`src/rtl/mem_ctrl.sv`:
```
// mem_ctrl: arbitrates one synchronous byte RAM between MEM byte accesses and a 4-byte little-endian fetch.
// Optional build macro MEMCTRL_RESUME_EN: a preempted fetch resumes at its first uncaptured byte.
module mem_ctrl #(
  parameter int ADDR_W = 17
) (
  input  logic              clk,
  input  logic              rst,
  input  logic              ma_ce_flag,
  input  logic              ma_rw_flag,
  input  logic [31:0]       ma_addr_out,
  input  logic [7:0]        ma_data_out,
  output logic [7:0]        ma_data_in,
  input  logic              if_req,
  input  logic [31:0]       if_pc,
  output logic [31:0]       if_inst,
  output logic              if_done,
  output logic              if_busy,
  output logic [ADDR_W-1:0] ram_addr,
  output logic [7:0]        ram_dout,
  output logic              ram_wr,
  input  logic [7:0]        ram_din
);

  typedef enum logic [1:0] {
    IDLE  = 2'd0,
    FETCH = 2'd1,
    DONE  = 2'd2
  } state_e;

  state_e            state_q, state_d;
  logic [2:0]        issue_idx_q, issue_idx_d;
  logic [2:0]        cap_idx_q, cap_idx_d;
  logic              inflight_valid_q, inflight_valid_d;
  logic [1:0]        inflight_idx_q, inflight_idx_d;
  logic [31:0]       inst_q, inst_d;
  logic              issue_s;
  logic              capture_s;
  logic [ADDR_W-1:0] fetch_addr_s;
  logic              unused_s;

  // Only the low ADDR_W address bits reach the RAM.
  assign unused_s = ^{ma_addr_out[31:ADDR_W], if_pc[31:ADDR_W]};

  assign issue_s      = (state_q == FETCH) && if_req && !ma_ce_flag && (issue_idx_q < 3'd4);
  assign capture_s    = inflight_valid_q;
  assign fetch_addr_s = if_pc[ADDR_W-1:0] + {{(ADDR_W-3){1'b0}}, issue_idx_q};

  assign ma_data_in = ram_din;
  assign if_inst    = inst_q;
  assign if_done    = (state_q == DONE);
  assign if_busy    = (state_q == FETCH);

  // RAM port mux: MEM owns the port whenever it asserts ce.
  always_comb begin
    ram_addr = {ADDR_W{1'b0}};
    ram_wr   = 1'b0;
    ram_dout = 8'd0;
    if (ma_ce_flag) begin
      ram_addr = ma_addr_out[ADDR_W-1:0];
      ram_wr   = ma_rw_flag;
      ram_dout = ma_data_out;
    end else if (issue_s) begin
      ram_addr = fetch_addr_s;
    end else begin
      ram_addr = {ADDR_W{1'b0}};
    end
  end

  // Fetch sequencer next state: issue/capture bookkeeping and MEM preemption.
  always_comb begin
    state_d          = state_q;
    issue_idx_d      = issue_idx_q;
    cap_idx_d        = cap_idx_q;
    inflight_valid_d = 1'b0;
    inflight_idx_d   = inflight_idx_q;
    inst_d           = inst_q;

    // A read launched last cycle always lands, even when MEM has taken the port.
    if (capture_s) begin
      inst_d[8*inflight_idx_q +: 8] = ram_din;
    end else begin
      inst_d = inst_q;
    end

    case (state_q)
      IDLE: begin
        if (if_req && !ma_ce_flag) begin
          state_d     = FETCH;
          issue_idx_d = 3'd0;
          cap_idx_d   = 3'd0;
        end else begin
          state_d = IDLE;
        end
      end
      FETCH: begin
        if (!if_req) begin
          state_d = IDLE;
        end else begin
          cap_idx_d = cap_idx_q + {2'b00, capture_s};
          if (ma_ce_flag) begin
`ifdef MEMCTRL_RESUME_EN
            issue_idx_d = cap_idx_d;
`else
            issue_idx_d = 3'd0;
            cap_idx_d   = 3'd0;
`endif
          end else if (issue_s) begin
            issue_idx_d      = issue_idx_q + 3'd1;
            inflight_valid_d = 1'b1;
            inflight_idx_d   = issue_idx_q[1:0];
          end else begin
            issue_idx_d = issue_idx_q;
          end
          if (cap_idx_d == 3'd4) begin
            state_d = DONE;
          end else begin
            state_d = FETCH;
          end
        end
      end
      DONE: begin
        state_d = IDLE;
      end
      default: begin
        state_d = IDLE;
      end
    endcase
  end

  // State and datapath registers; reset discards any partial fetch at once.
  always_ff @(posedge clk or posedge rst) begin
    if (rst) begin
      state_q          <= IDLE;
      issue_idx_q      <= 3'd0;
      cap_idx_q        <= 3'd0;
      inflight_valid_q <= 1'b0;
      inflight_idx_q   <= 2'd0;
      inst_q           <= 32'd0;
    end else begin
      state_q          <= state_d;
      issue_idx_q      <= issue_idx_d;
      cap_idx_q        <= cap_idx_d;
      inflight_valid_q <= inflight_valid_d;
      inflight_idx_q   <= inflight_idx_d;
      inst_q           <= inst_d;
    end
  end

endmodule

```
`config.mk`:
```
export PLATFORM = sky130hd
export DESIGN_NAME = mem_ctrl
export DESIGN_NICKNAME = d
export VERILOG_FILES = /design/src/rtl/mem_ctrl.sv
export SDC_FILE = /design/constraint.sdc
export NUM_CORES = 1
export LEC_CHECK = 0
export ABC_AREA = 1
export CAP_MARGIN = 10
export CORE_MARGIN = 10
export CORE_UTILIZATION = 35
export DETAILED_ROUTE_END_ITERATION = 12
export GPL_TIMING_DRIVEN = 0
export PLACE_DENSITY_LB_ADDON = 0.15
export SYNTH_ARGS = -nofsm -noshare
export SYNTH_HDL_FRONTEND = slang
export SYNTH_SLANG_ARGS = --single-unit
```
`constraint.sdc`:
```
create_clock -name clk -period 2.3 [get_ports clk]
set_input_delay 0.46 -clock clk [delete_from_list [all_inputs] [get_ports clk]]
set_output_delay 0.46 -clock clk [all_outputs]
set_load 0.05 [all_outputs]
```
==> metrics.cfg <==
[outcome]
status = finished with violations
violations = negative setup slack

[detailed_routing]
vias_per_cell = 4.69
antenna_left = 0
wire_per_inst_um = 14.7
vias = 2896
routed-wl-met2_um = 4390
wl_met3_um = 916
dr.max_layer_used = met4
drc_errors = 0
wl_met1_um = 3690
drt_pre_antenna_iters = 4
drt_wl_total_um = 9090
drtIter0Drc = 153

[critical_path]
startpoint_type = flop
path_class = reg -> out
cp_max_fo = 5
cp_data_required_time_ns = 1.84
r2r-start = inflight_idx_q[0]
rrSetupSlack_ns = 0.56
worst-r2r-cell-count = 6
crit_arrival_ns = 2.13
endpoint_kind = output pin
crit_end = ram_addr[12]
r2r-end = if_inst[22]
cp-startpoint = issue_idx_q[0]

[place]
dp_hpwl_um = 6830
dpl_worst_slack_ns = -1.24
port_buffers = 122
globalplace.congestion = 0.816

[timing]
period_minus_slack_ns = 2.59
tightestPinTransition_ns = 0.531
whs_ns = 0.489
fmax_mhz = 386
layout_setup_ws_ns = -0.287
maxSlewHeadroom = 0.645
fin_crit_sh = 1.12
clock-skew-final_ns = 0.0124
setup_violations = 13
finalHoldViolCount = 0
grt_setup_unrepaired = true
maxSlewViolCount = 0

[hold_path]
hold_path.class = reg -> reg

[pwr]
p_sw_mw = 1.73
p_sw_frac = 0.466
p_per_area_nw_per_um2 = 825
power_frac_comb = 0.543
power_frac_clock = 0.160
worst_ir_drop_vdd_mv = 0.286
p_leak_nw = 2.28
internal-power_mw = 1.98
pwr-share-seq = 0.297

[synthesis]
yosys_register_bits = 43
syn_nets = 465
synth_top_area_share = 0.409
syn_avg_cell_area_um2 = 7.14
synth_area_leaders = dfrtp_1, nand2_1, o21ai_0
synth_cell_types = 28
synth-edff-count = 0
yosys_warnings = 0
synth_area_um2 = 2630
yosysMostFrequentCell = nand2_1
ys_seq_area_frac = 0.409
synthArstFlopShare = 1.00
synth_commonest_cells = nand2_1, inv_1, o21ai_0, dfrtp_1, nor2_1
synth_flop_cell = dfrtp_1
yosysTopAreaCell = dfrtp_1
synth_cells = 368

[global_route]
grt_pass1_wl_um = 14400
overflow = 0
antenna_found_initial = 0
grt_pass1_vias = 2927
grt_usage = 0.153
grt_max_degree = 44

[final_layout]
diodes = 0
nNetsFinal = 614
multi_input_area_um2 = 1480
synthToLayoutAreaGrowth_pct = 71.0
regArea_um2 = 1080
fillers = 697
drive_above_1_share = 0.222

[clocking]
cts.sinks = 43
cts_buffer_depth = 2
path_clk_slew_ns = 0.09
cts_buffers = 5
h-tree-depth = 2
tritoncts = yes
clock_latency_ns = 0.30
ctsRootBufferMaster = clkbuf_8
postCtsHoldBufs = 0

[die]
ios = 153
initial_core_util = 0.361
coreArea_um2 = 7290
die_area_um2 = 11400
fp.dieH_um = 107
rows = 31
die_w_um = 107

[flow_run]
cap_viol_max_count = 0

## power groups by stage
stage / sequential [mW] / clock (mW) / combinational, mW
6_report: 1.10 / 0.594 / 2.01
5_1_grt: 1.13 / 0.633 / 2.14
4_1_cts: 1.10 / 0.609 / 2.00
3_3_place_gp: 1.11 / 0 / 1.95
3_5_place_dp: 1.12 / 0 / 1.97
2_1_floorplan: 1.84 / 0 / 0.505
## metal layers
metal / vias to the layer above / global-route usage
li1: 1455 / -
met1: 1325 / 0.174
met2: 106 / 0.256
met3: 10 / 0.0701
met4: 0 / 0.0368
met5: - / 0
## layout by cell type, fill, tap and decap left out, types with 2 or more instances in the layout
cell type and n:
ha_1 9, o21ai_0 37, buf_4 25, nand2_2 8, nor2_1 23, dlymetal6s2s_1 3
nand3_1 13, o21ai_1 3, buf_6 16, o21bai_1 2, inv_2 4, clkbuf_8 5
clkdlybuf4s15_2 9, nand3_2 5, buf_8 5, nand2_1 119, nor3_1 2, dlygate4sd2_1 20
buf_2 3, o21ai_2 6, clkdlybuf4s50_1 72, nor2_2 2, nand4_1 5, dfrtp_1 42
nor2_4 3, a22o_1 3, nand2_4 9, nand3_4 2, inv_1 44
## worst max-delay path, stage by stage, from the launching register on
cell and delay (ns):
dfrtp_1 0.41, ha_2 0.21, inv_2 0.04, fa_2 0.35, inv_2 0.08, nand3_2 0.08, nand2_4 0.11, buf_6 0.10
nand3_1 0.05, nand2_1 0.09, nand3_2 0.07, nand2_2 0.08, buf_8 0.14
## area by class of cell
type                    count  area share
multi-input cells         263       0.329
repair buffers            142       0.316
flip-flops and latches     43       0.240
inverters                  48      0.0401
well taps                  99      0.0276
plain buffers              14      0.0231
clock buffers               5      0.0153
clock inverters             3     0.00974
## worst min path at each step
stage,from,end,depth (start not counted)
2_1_floorplan,cap_idx_q[2],cap_idx_q[2],2
3_3_place_gp,if_inst[27],if_inst[27],2
3_5_place_dp,if_inst[15],if_inst[15],2
4_1_cts,if_inst[12],if_inst[12],2
5_1_grt,cap_idx_q[2],cap_idx_q[2],2
6_report,if_inst[12],if_inst[12],2
## state kept, by name, summed over array words and instances, names as in the netlist
register        cells
state_q             2
cap_idx_q           3
inflight_idx_q      2
capture_s           1
issue_idx_q         3
if_inst            32
## metrics by stage
stage / power, mW / instances / setup TNS (ns) / instance area (µm²) / util
floorplan: 2.34 / 368 / -0.260 / 2650 / -
global placement: 3.06 / 589 / -25.58 / 4000 / 0.548
detailed placement: 3.09 / 590 / -22.61 / 4020 / 0.551
CTS: 3.71 / 609 / -1.90 / 4330 / 0.594
global route: 3.91 / 617 / -3.60 / 4500 / 0.617
finish: 3.71 / 617 / -2.01 / 4500 / 0.617
## what timing repair did
item,4_1_cts,5_1_grt
setup buffers,11,8
pin swaps,20,25
resized for setup,196,33
setup endpoints to repair,34,18
## logic make-up (layout without fill, tap and decap cells)
logic type | Yosys count | after routing | synth area share
AO/OA/AOI/OAI | 55 | 55 | 0.113
XOR/XNOR | 2 | 2 | 0.00666
adder cells (fa/ha/maj) | 12 | 12 | 0.0600
buffers and inverters | 62 | 212 | 0.104
flip-flops | 43 | 43 | 0.409
AND/OR/NAND/NOR | 194 | 194 | 0.307
(Power assumes the default switching activity.)
